--- src/rtl/sd_cmd_ctrl.sv ---
// rtl/sd_cmd_ctrl.sv - SD CMD line sequencer: sd_clk divider, CRC7 command frame, response capture
// Define SD_CMD_LONG_RESP_EN to support 136-bit R2 responses (resp_type 2).
module sd_cmd_ctrl #(
  parameter int CLK_DIV      = 125,
  parameter int RESP_TIMEOUT = 64
) (
  input  logic         clk_clk,
  input  logic         reset_reset,
  input  logic         cmd_start,
  input  logic [5:0]   cmd_index,
  input  logic [31:0]  cmd_arg,
  input  logic [1:0]   resp_type,
  input  logic         clk_free,
  output logic         busy,
  output logic         done,
  output logic         resp_timeout,
  output logic         resp_err,
  output logic [5:0]   resp_index,
  output logic [127:0] resp_data,
  output logic         sd_clk,
  output logic         sd_cmd_o,
  output logic         sd_cmd_oe,
  input  logic         sd_cmd_i,
  output logic         sd_cmd_dir
);
`ifdef SD_CMD_LONG_RESP_EN
  localparam int RXW = 136;
`else
  localparam int RXW = 48;
`endif
  localparam logic [9:0]  DIV_TC = 10'(CLK_DIV - 1);
  localparam logic [15:0] TMO    = 16'(RESP_TIMEOUT);

  typedef enum logic [2:0] {
    S_IDLE, S_SEND, S_TURN, S_WAIT, S_RECV, S_CHECK, S_TRAIL, S_DONE
  } state_t;

  state_t         state_q, state_d;
  logic [9:0]     div_q, div_d;
  logic           sd_clk_q, sd_clk_d;
  logic           cmd_o_q, cmd_o_d, cmd_oe_q, cmd_oe_d;
  logic [47:0]    tx_q, tx_d;
  logic [RXW-1:0] rx_q, rx_d;
  logic [15:0]    cnt_q, cnt_d;
  logic [1:0]     rtype_q, rtype_d;
  logic           tmo_q, tmo_d, err_q, err_d;
  logic [5:0]     idx_q, idx_d;
  logic [127:0]   data_q, data_d;
  logic           running, term, rise, fall;
  logic [15:0]    rlen;

  function automatic logic [6:0] crc7(input logic [39:0] d);
    logic [6:0] c;
    logic       fb;
    c = '0;
    for (int k = 39; k >= 0; k--) begin
      fb = d[k] ^ c[6];
      c  = {c[5:0], 1'b0};
      if (fb) c = c ^ 7'h09;
    end
    return c;
  endfunction

  // sd_clk only runs during a transaction or when free-running is requested
  always_comb begin
    running  = ((state_q != S_IDLE) && (state_q != S_DONE)) || clk_free;
    term     = (div_q == DIV_TC);
    rise     = running && term && !sd_clk_q;
    fall     = running && term && sd_clk_q;
    div_d    = (!running || term) ? 10'd0 : div_q + 10'd1;
    sd_clk_d = !running ? 1'b0 : (term ? ~sd_clk_q : sd_clk_q);
    rlen     = (rtype_q == 2'd2) ? 16'd136 : 16'd48;
  end

  always_comb begin
    state_d  = state_q;
    tx_d     = tx_q;
    rx_d     = rx_q;
    cnt_d    = cnt_q;
    cmd_o_d  = cmd_o_q;
    cmd_oe_d = cmd_oe_q;
    rtype_d  = rtype_q;
    tmo_d    = tmo_q;
    err_d    = err_q;
    idx_d    = idx_q;
    data_d   = data_q;
    case (state_q)
      S_IDLE: begin
        cmd_o_d  = 1'b1;
        cmd_oe_d = 1'b0;
        if (cmd_start) begin
          tx_d    = {2'b01, cmd_index, cmd_arg, crc7({2'b01, cmd_index, cmd_arg}), 1'b1};
          rx_d    = '0;
          cnt_d   = '0;
          rtype_d = resp_type;
          tmo_d   = 1'b0;
          err_d   = 1'b0;
          idx_d   = '0;
          data_d  = '0;
          state_d = S_SEND;
`ifndef SD_CMD_LONG_RESP_EN
          if (resp_type == 2'd2) state_d = S_CHECK;
`endif
        end
      end
      S_SEND: begin
        if (fall) begin
          if (cnt_q == 16'd48) begin
            cmd_o_d  = 1'b1;
            cmd_oe_d = 1'b0;
            cnt_d    = '0;
            state_d  = S_TURN;
          end else begin
            cmd_o_d  = tx_q[47];
            cmd_oe_d = 1'b1;
            tx_d     = {tx_q[46:0], 1'b1};
            cnt_d    = cnt_q + 16'd1;
          end
        end
      end
      S_TURN: begin
        if (fall) begin
          if (cnt_q == 16'd1) begin
            cnt_d   = '0;
            state_d = (rtype_q == 2'd0) ? S_TRAIL : S_WAIT;
          end else begin
            cnt_d = cnt_q + 16'd1;
          end
        end
      end
      S_WAIT: begin
        if (rise) begin
          if (!sd_cmd_i) begin
            rx_d    = {rx_q[RXW-2:0], 1'b0};
            cnt_d   = 16'd1;
            state_d = S_RECV;
          end else if (cnt_q + 16'd1 == TMO) begin
            tmo_d   = 1'b1;
            cnt_d   = '0;
            state_d = S_TRAIL;
          end else begin
            cnt_d = cnt_q + 16'd1;
          end
        end
      end
      S_RECV: begin
        if (rise) begin
          rx_d  = {rx_q[RXW-2:0], sd_cmd_i};
          cnt_d = cnt_q + 16'd1;
          if (cnt_q + 16'd1 == rlen) state_d = S_CHECK;
        end
      end
      S_CHECK: begin
        cnt_d   = '0;
        state_d = S_TRAIL;
        if (rtype_q == 2'd2) begin
`ifdef SD_CMD_LONG_RESP_EN
          err_d  = rx_q[135] | rx_q[134] | ~rx_q[0];
          data_d = rx_q[127:0];
`else
          err_d   = 1'b1;
          state_d = S_DONE;
`endif
        end else begin
          err_d  = rx_q[47] | rx_q[46] | ~rx_q[0] |
                   ((rtype_q == 2'd1) && (rx_q[7:1] != crc7(rx_q[47:8])));
          idx_d  = rx_q[45:40];
          data_d = {96'd0, rx_q[39:8]};
        end
      end
      S_TRAIL: begin
        // N_CC: eight full sd_clk periods, finishing on a falling edge
        if (rise) cnt_d = cnt_q + 16'd1;
        else if (fall && cnt_q == 16'd8) state_d = S_DONE;
      end
      S_DONE:  state_d = S_IDLE;
      default: state_d = S_IDLE;
    endcase
  end

`ifdef SD_CMD_LONG_RESP_EN
  logic [5:0] rx_unused;
  assign rx_unused = rx_q[133:128];
`endif

  always_ff @(posedge clk_clk) begin
    if (reset_reset) begin
      state_q  <= S_IDLE;
      div_q    <= '0;
      sd_clk_q <= 1'b0;
      cmd_o_q  <= 1'b1;
      cmd_oe_q <= 1'b0;
      tx_q     <= '0;
      rx_q     <= '0;
      cnt_q    <= '0;
      rtype_q  <= '0;
      tmo_q    <= 1'b0;
      err_q    <= 1'b0;
      idx_q    <= '0;
      data_q   <= '0;
    end else begin
      state_q  <= state_d;
      div_q    <= div_d;
      sd_clk_q <= sd_clk_d;
      cmd_o_q  <= cmd_o_d;
      cmd_oe_q <= cmd_oe_d;
      tx_q     <= tx_d;
      rx_q     <= rx_d;
      cnt_q    <= cnt_d;
      rtype_q  <= rtype_d;
      tmo_q    <= tmo_d;
      err_q    <= err_d;
      idx_q    <= idx_d;
      data_q   <= data_d;
    end
  end

  assign busy         = (state_q != S_IDLE) && (state_q != S_DONE);
  assign done         = (state_q == S_DONE);
  assign resp_timeout = tmo_q;
  assign resp_err     = err_q;
  assign resp_index   = idx_q;
  assign resp_data    = data_q;
  assign sd_clk       = sd_clk_q;
  assign sd_cmd_o     = cmd_o_q;
  assign sd_cmd_oe    = cmd_oe_q;
  assign sd_cmd_dir   = cmd_oe_q;

endmodule

--- config.mk ---
export PLATFORM = sky130hd
export DESIGN_NAME = sd_cmd_ctrl
export DESIGN_NICKNAME = d
export VERILOG_FILES = /design/src/rtl/sd_cmd_ctrl.sv
export SDC_FILE = /design/constraint.sdc
export NUM_CORES = 1
export LEC_CHECK = 0
export ABC_AREA = 1
export ABC_CLOCK_PERIOD_IN_PS = 6870
export BUFFER_PORTS_ARGS = -buffer_cell sky130_fd_sc_hd__buf_2
export CORE_MARGIN = 3
export CORE_UTILIZATION = 40
export DETAILED_ROUTE_END_ITERATION = 8
export GPL_TIMING_DRIVEN = 0
export PLACE_DENSITY = 0.59
export SLEW_MARGIN = 25
export SYNTH_ARGS = -nofsm -noshare
export SYNTH_HDL_FRONTEND = slang
export SYNTH_SLANG_ARGS = --single-unit
export TNS_END_PERCENT = 30
--- constraint.sdc ---
create_clock -name clk_clk -period 6.87 [get_ports clk_clk]
set_input_delay 1.374 -clock clk_clk [delete_from_list [all_inputs] [get_ports clk_clk]]
set_output_delay 1.374 -clock clk_clk [all_outputs]
set_load 0.05 [all_outputs]
* Yosys cells after proc, flatten, opt, wreduce, memory -nomap -nowiden
Cells that the tools add are included.
** Word-level totals
- Output and inout port bits :: 142
- Logic and storage cells :: 529
- Bits in registers :: 266
** Operators by class
- Add/sub/neg operators :: 2
- Bitwise operators :: 160
- Eq/ne operators :: 35
- Mux-type cells :: 289
- Reduce and logical (&&, ||, !) cells :: 30
** Operators with widths (number)
- two-way mux 7 bit :: 156
- two-way mux 48 bit :: 7
- two-way mux 4 bit :: 78
- two-way mux 128 bit :: 2
- case mux 128 bit (2 select lines) :: 1
- NOT 2 bit :: 77
- two-way mux 16 bit :: 9
- case mux 48 bit (3 select lines) :: 1
- case mux 16 bit (6 select lines) :: 1
- case mux 48 bit (2 select lines) :: 1
- XOR 1 bit :: 77
- two-way mux 3 bit :: 14
- inequality test 2 bit (second input constant) :: 15
- case mux 3 bit (8 select lines) :: 1
- adder 16 x 1 -> 16 bit (second input constant) :: 1
- equality test 16 x 1 -> 1 bit (second input constant) :: 1
- equality test 16 x 4 -> 1 bit (second input constant) :: 1
- equality test 16 x 6 -> 1 bit (second input constant) :: 1
- equality test 16 x 7 -> 1 bit (second input constant) :: 1
- equality test 16 x 8 -> 1 bit :: 1
- equality test 3 bit (second input constant) :: 4
- two-way mux 6 bit :: 2
- case mux 6 bit (2 select lines) :: 1
- AND reduction 11 bit :: 1
- 28 further kinds :: 62

* Depth between registers and ports, before layout
- Word-level depth :: 164
- Gate-level depth with buffers :: 32
- Depth with buffers taken out :: 32

* Worst setup path before layout
Ideal clock, no wire load.
- Path type :: input to register
- From :: input cmd_index[3]
- To :: register tx_q[5]
- Setup slack :: 3.297 ns
- Path buffers :: 0
- Data arrival time :: 3.441 ns
- Data required time :: 6.738 ns
- Stages :: 16
- Path through :: nor2_1 nor2_4 xor2_2 xnor2_2 xnor2_2 xor2_1 xor2_1 or2_1 nand2_1 nand2_1 nand2_2 or2_1 nand3_1 nand2_1 nand3_1 a21oi_1
** Between the ends
- Cells in the longest elaborated chain, start to end :: 96
- Elaborated cells on any way between the ends :: 141
** RTL lines
- from (decl) :: RTL line 10 : input logic [5:0] cmd_index,
- XOR 1 bit (*) :: RTL line 57 : fb = d[k] ^ c[6];
- two-way mux 4 bit (*) :: RTL line 59 : if (fb) c = c ^ 7'h09;
- two-way mux 7 bit (*) :: RTL line 91 : if (cmd_start) begin
- two-way mux 7 bit (*) :: RTL line 87 : case (state_q)
- two-way mux 7 bit (*) :: RTL line 91
- two-way mux 7 bit (*) :: RTL line 87
- two-way mux 7 bit (*) :: RTL line 91
- two-way mux 7 bit (*) :: RTL line 87
- (+80 left out)
- two-way mux 7 bit (*) :: RTL line 91
- two-way mux 7 bit (*) :: RTL line 87
- NOT 2 bit (no line) or XOR 1 bit (tied branches)
- two-way mux 4 bit (*) :: RTL line 59
- two-way mux 7 bit (*) :: RTL line 91
- two-way mux 7 bit (*) :: RTL line 87
- two-way mux 48 bit (*) :: RTL line 91
- case mux 48 bit (2 select lines) (*) :: RTL line 87
- to (signal assigned) :: RTL line 207 : tx_q <= tx_d;
- to (decl) :: RTL line 42 : logic [47:0] tx_q, tx_d;
Mark *: on every way between the ends. The rest lies on a longest branch, timed or not. The select of a mux whose other input is x is not followed.
A chain may end at the register's enable or synchronous reset.

* Worst setup path after layout
- From :: input cmd_index[5]
- To :: register tx_q[5]
** Between the ends
- Cells in the longest elaborated chain, start to end :: 106
- Elaborated cells on any way between the ends :: 151
** RTL lines (RTL line)
- XOR 1 bit (*) :: 57
- two-way mux 4 bit (*) :: 59
- two-way mux 7 bit (*) :: 91
- two-way mux 7 bit (*) :: 87
- two-way mux 7 bit (*) :: 91
- two-way mux 7 bit (*) :: 87
- two-way mux 7 bit (*) :: 91
- two-way mux 7 bit (*) :: 87
- (+90 left out)
- two-way mux 7 bit (*) :: 91
- two-way mux 7 bit (*) :: 87
- NOT 2 bit (no line) or XOR 1 bit (tied branches)
- two-way mux 4 bit (*) :: 59
- two-way mux 7 bit (*) :: 91
- two-way mux 7 bit (*) :: 87
- two-way mux 48 bit (*) :: 91
- case mux 48 bit (2 select lines) (*) :: 87
Marked as above.

==> key figures <==
Logic synthesis
  – Yosys reg bits: 170
  – Mapped Cells: 1,581
  – Synth Area per Inst: 6.57 sq um
  – Yosys warns: 0
  – Most common cell in the netlist: nand2_1
  – Distinct cell type count after synthesis: 40
  – Post-synth top area share: 0.327
  – EDFF count, synth: 0
  – Most used flip-flop cell after synthesis: dfxtp_1
  – Sequential element share of the synthesized area: 0.327
  – Top cells by count, synth: nand2_1, dfxtp_1, inv_1
  – Main area contributors after synthesis: dfxtp_1, nand2_1, buf_4
  – FFs w/ async S/R, synth: 0
  – Largest area contributor in the netlist: dfxtp_1
  – Mapped cell area: 10,400 sq um

STA
  – Fin crit share: 0.534
  – Relative slew slack: 0.496
  – Final Max Slew Viols: 0
  – Sum of negative setup slack: 0 ns
  – Final min period: 3.67 ns
  – Max Clock Freq: 0.272 GHz
  – Slew @ Worst Pin: 0.756 ns
  – Final setup fails: 0
  – RSZ-0062 raised after global routing: no
  – Clock Skews: 0.0143 ns
  – Hold Fails Final Rpt: 0

Global route
  – Global-route wire length before repair: 46.9 mm
  – Total grt overflow: 0
  – Largest net degree at the start of global routing: 17
  – Tot GR Track Use: 0.199
  – Number of global-route vias before repair: 9,514
  – Initial antenna violation count: 0

Min path
  – Hold Path End: div_q[0]$_SDFF_PP0_
  – Hold_sp: div_q[0]$_SDFF_PP0_
  – HP Class: reg -> reg
  – Hold Path Depth: 1

Route
  – DRC: 0
  – Total number of vias: 10,300
  – First-pass iteration count of the detailed router: 7
  – Avg WL per Cell: 13.2 um
  – DRT iter0 DRCs: 677
  – Via/cell ratio: 4.82
  – Routed Antenna Nets: 0
  – WL final: 28.1 mm

Finish
  – Fillers: 2,626
  – Flip-flop and latch area: 3400 sq um
  – Share of cells above drive strength 1: 0.135
  – Area Overhead vs Synth: 17.3%
  – Antenna diodes: 0
  – Final #Nets: 1,834
  – Multi-input logic area: 5810 sq um

Placed design
  – DP HPWL: 21.5 mm
  – Final Wtd Congestion: 0.887
  – PortBufs: 89

Floorplanning
  – Die area: 28,000 sq um
  – IO Pins: 187
  – Die H: 167 um
  – Initial Util: 0.410
  – Core Region: 25,300 sq um
  – # rows: 58
  – Die Wd: 167 um

Setup path
  – Crit-path cells: buf_2 > xnor2_1 > xnor2_2 > xor2_2 > xnor2_2 > nand2_2 > nand2_2 > xor2_1 > or2_1 > nand2_1 > nand2_1 > nand2_2 > or2_1 > nand3_1 > nand2_1 > nand3_1 > a21oi_1
  – Worst r2r src: cnt_q[0]$_SDFFE_PP0P_
  – Critical path's slowest cell: xor2_2
  – Crit-path max FO: 4
  – CP top delay family: XOR/XNOR gates
  – Reg-to-reg endpoint: state_q[0]$_SDFFE_PP0P_
  – Flop2flop setup slack: 3.45 ns
  – Crit path launch type: primary input
  – CP required: 7.16 ns
  – Worst setup EP type: flip-flop
  – Crit Path Category: in -> reg
  – Buf/Inv on CP: 1
  – Max incr delay on CP: 0.34 ns
  – Worst r2r path cells: 15
  – CP arrival: 3.96 ns

Clock network
  – Worst skew pair latency: 0.44 ns
  – Cts bufs inserted: 17
  – CTS tree: built
  – H-tree levels: 4
  – Clock slew at reported path FFs: 0.06 ns
  – CTS Sinks: 170
  – Post-CTS sizing: 0
  – Maximum clock insertion buffer count: 2
  – Hold buffer count at cts: 0
  – Master cell of the clock root buffer: clkbuf_16
  – Postcts setup bufs: 0

Outcome
  – Status: completed

Job
  – Max-Cap Viols: 0
## cells by family (layout without fill, tap and decap cells)
family                     Yosys count  in the layout  share of synthesized area
adders and majority gates            5              5                    0.00602
buffers and inverters              308            429                      0.147
xor gates and xnor gates            70             70                     0.0655
DFF                                170            170                      0.327
AOI/OAI and AO/OA                  327            327                      0.177
other                                1             96                   0.000361
and+or+nand+nor                    700            700                      0.277
## area by class of cell
type	count	area share
multi-input cells	1198	0.477
flip-flops and latches	170	0.279
plain buffers	166	0.0820
inverters	142	0.0437
clock buffers	22	0.0381
repair buffers	89	0.0365
well taps	330	0.0339
clock inverters	10	0.00975
## cell usage in the layout (no fill, tap or decap), types with 6 or more instances in the layout
cell type,instances
buf_2,90
conb_1,96
nor3_1,12
nor2_1,100
nor4_1,6
clkbuf_1,65
nand3_1,111
clkbuf_16,17
nand2_2,9
xor2_1,32
o21ai_0,95
a31oi_1,42
nand4_1,9
inv_1,141
a21oi_1,133
buf_4,100
nand2_1,445
a211oi_1,44
dfxtp_1,170
xnor2_1,29
## routing by layer
layer  global-route usage  up-vias  part of all wire
met5                    0        -                 0
met3               0.0406       28             0.055
li1                     -     5380                 -
met1                0.289     4585              0.50
met4               0.0466        0             0.016
met2                0.305      257              0.42
## flip-flops by register name (all words and copies together), names as in the netlist
register,cells
resp_data,32
sd_cmd_dir,1
resp_index,6
resp_err,1
div_q,10
sd_cmd_o,1
state_q,3
resp_timeout,1
sd_clk,1
cnt_q,16
rx_q,48
rtype_q,2
tx_q,48
## per-stage QoR
step	setup WS (ns)	cells	hold WS [ns]	cell area, sq um	utilization
finish	3.20	2127	0.448	12200	0.481
global route	2.86	2127	0.484	12200	0.481
CTS	3.20	2127	0.450	12200	0.481
detailed placement	2.78	2095	0.441	11600	0.458
global placement	2.78	2095	0.430	11600	0.458
floorplan	3.30	1676	0.417	10700	-
## worst max-delay path by stage
stage / startpoint / to / slack (ns) / cells past startpoint
after detailed placement: cmd_index[3] / tx_q[7]$_SDFFE_PP0P_ / 2.78 / 19
after CTS: cmd_index[3] / tx_q[7]$_SDFFE_PP0P_ / 3.20 / 19
final: cmd_index[5] / tx_q[5]$_SDFFE_PP0P_ / 3.20 / 17
after floorplan: cmd_index[3] / tx_q[5]$_SDFFE_PP0P_ / 3.30 / 16
after global routing: cmd_index[2] / tx_q[7]$_SDFFE_PP0P_ / 2.86 / 18
after global placement: cmd_index[3] / tx_q[4]$_SDFFE_PP0P_ / 2.78 / 21
## worst register-to-register path, stage by stage (launching register included)
cell and delay [ns]:
dfxtp_1 0.41, inv_1 0.08, nor3_1 0.37, nand4_1 0.24, nor2_1 0.14, nand2_1 0.13, nor3_2 0.29, nand3_1 0.15
xnor2_1 0.17, nor4_1 0.44, nand3_1 0.26, a21oi_1 0.18, nand2_1 0.11, inv_1 0.13, o21ai_0 0.08, a31oi_1 0.17
Power is not shown: default switching activity piles up to over one toggle a cycle in this logic, so the estimate is an artifact.
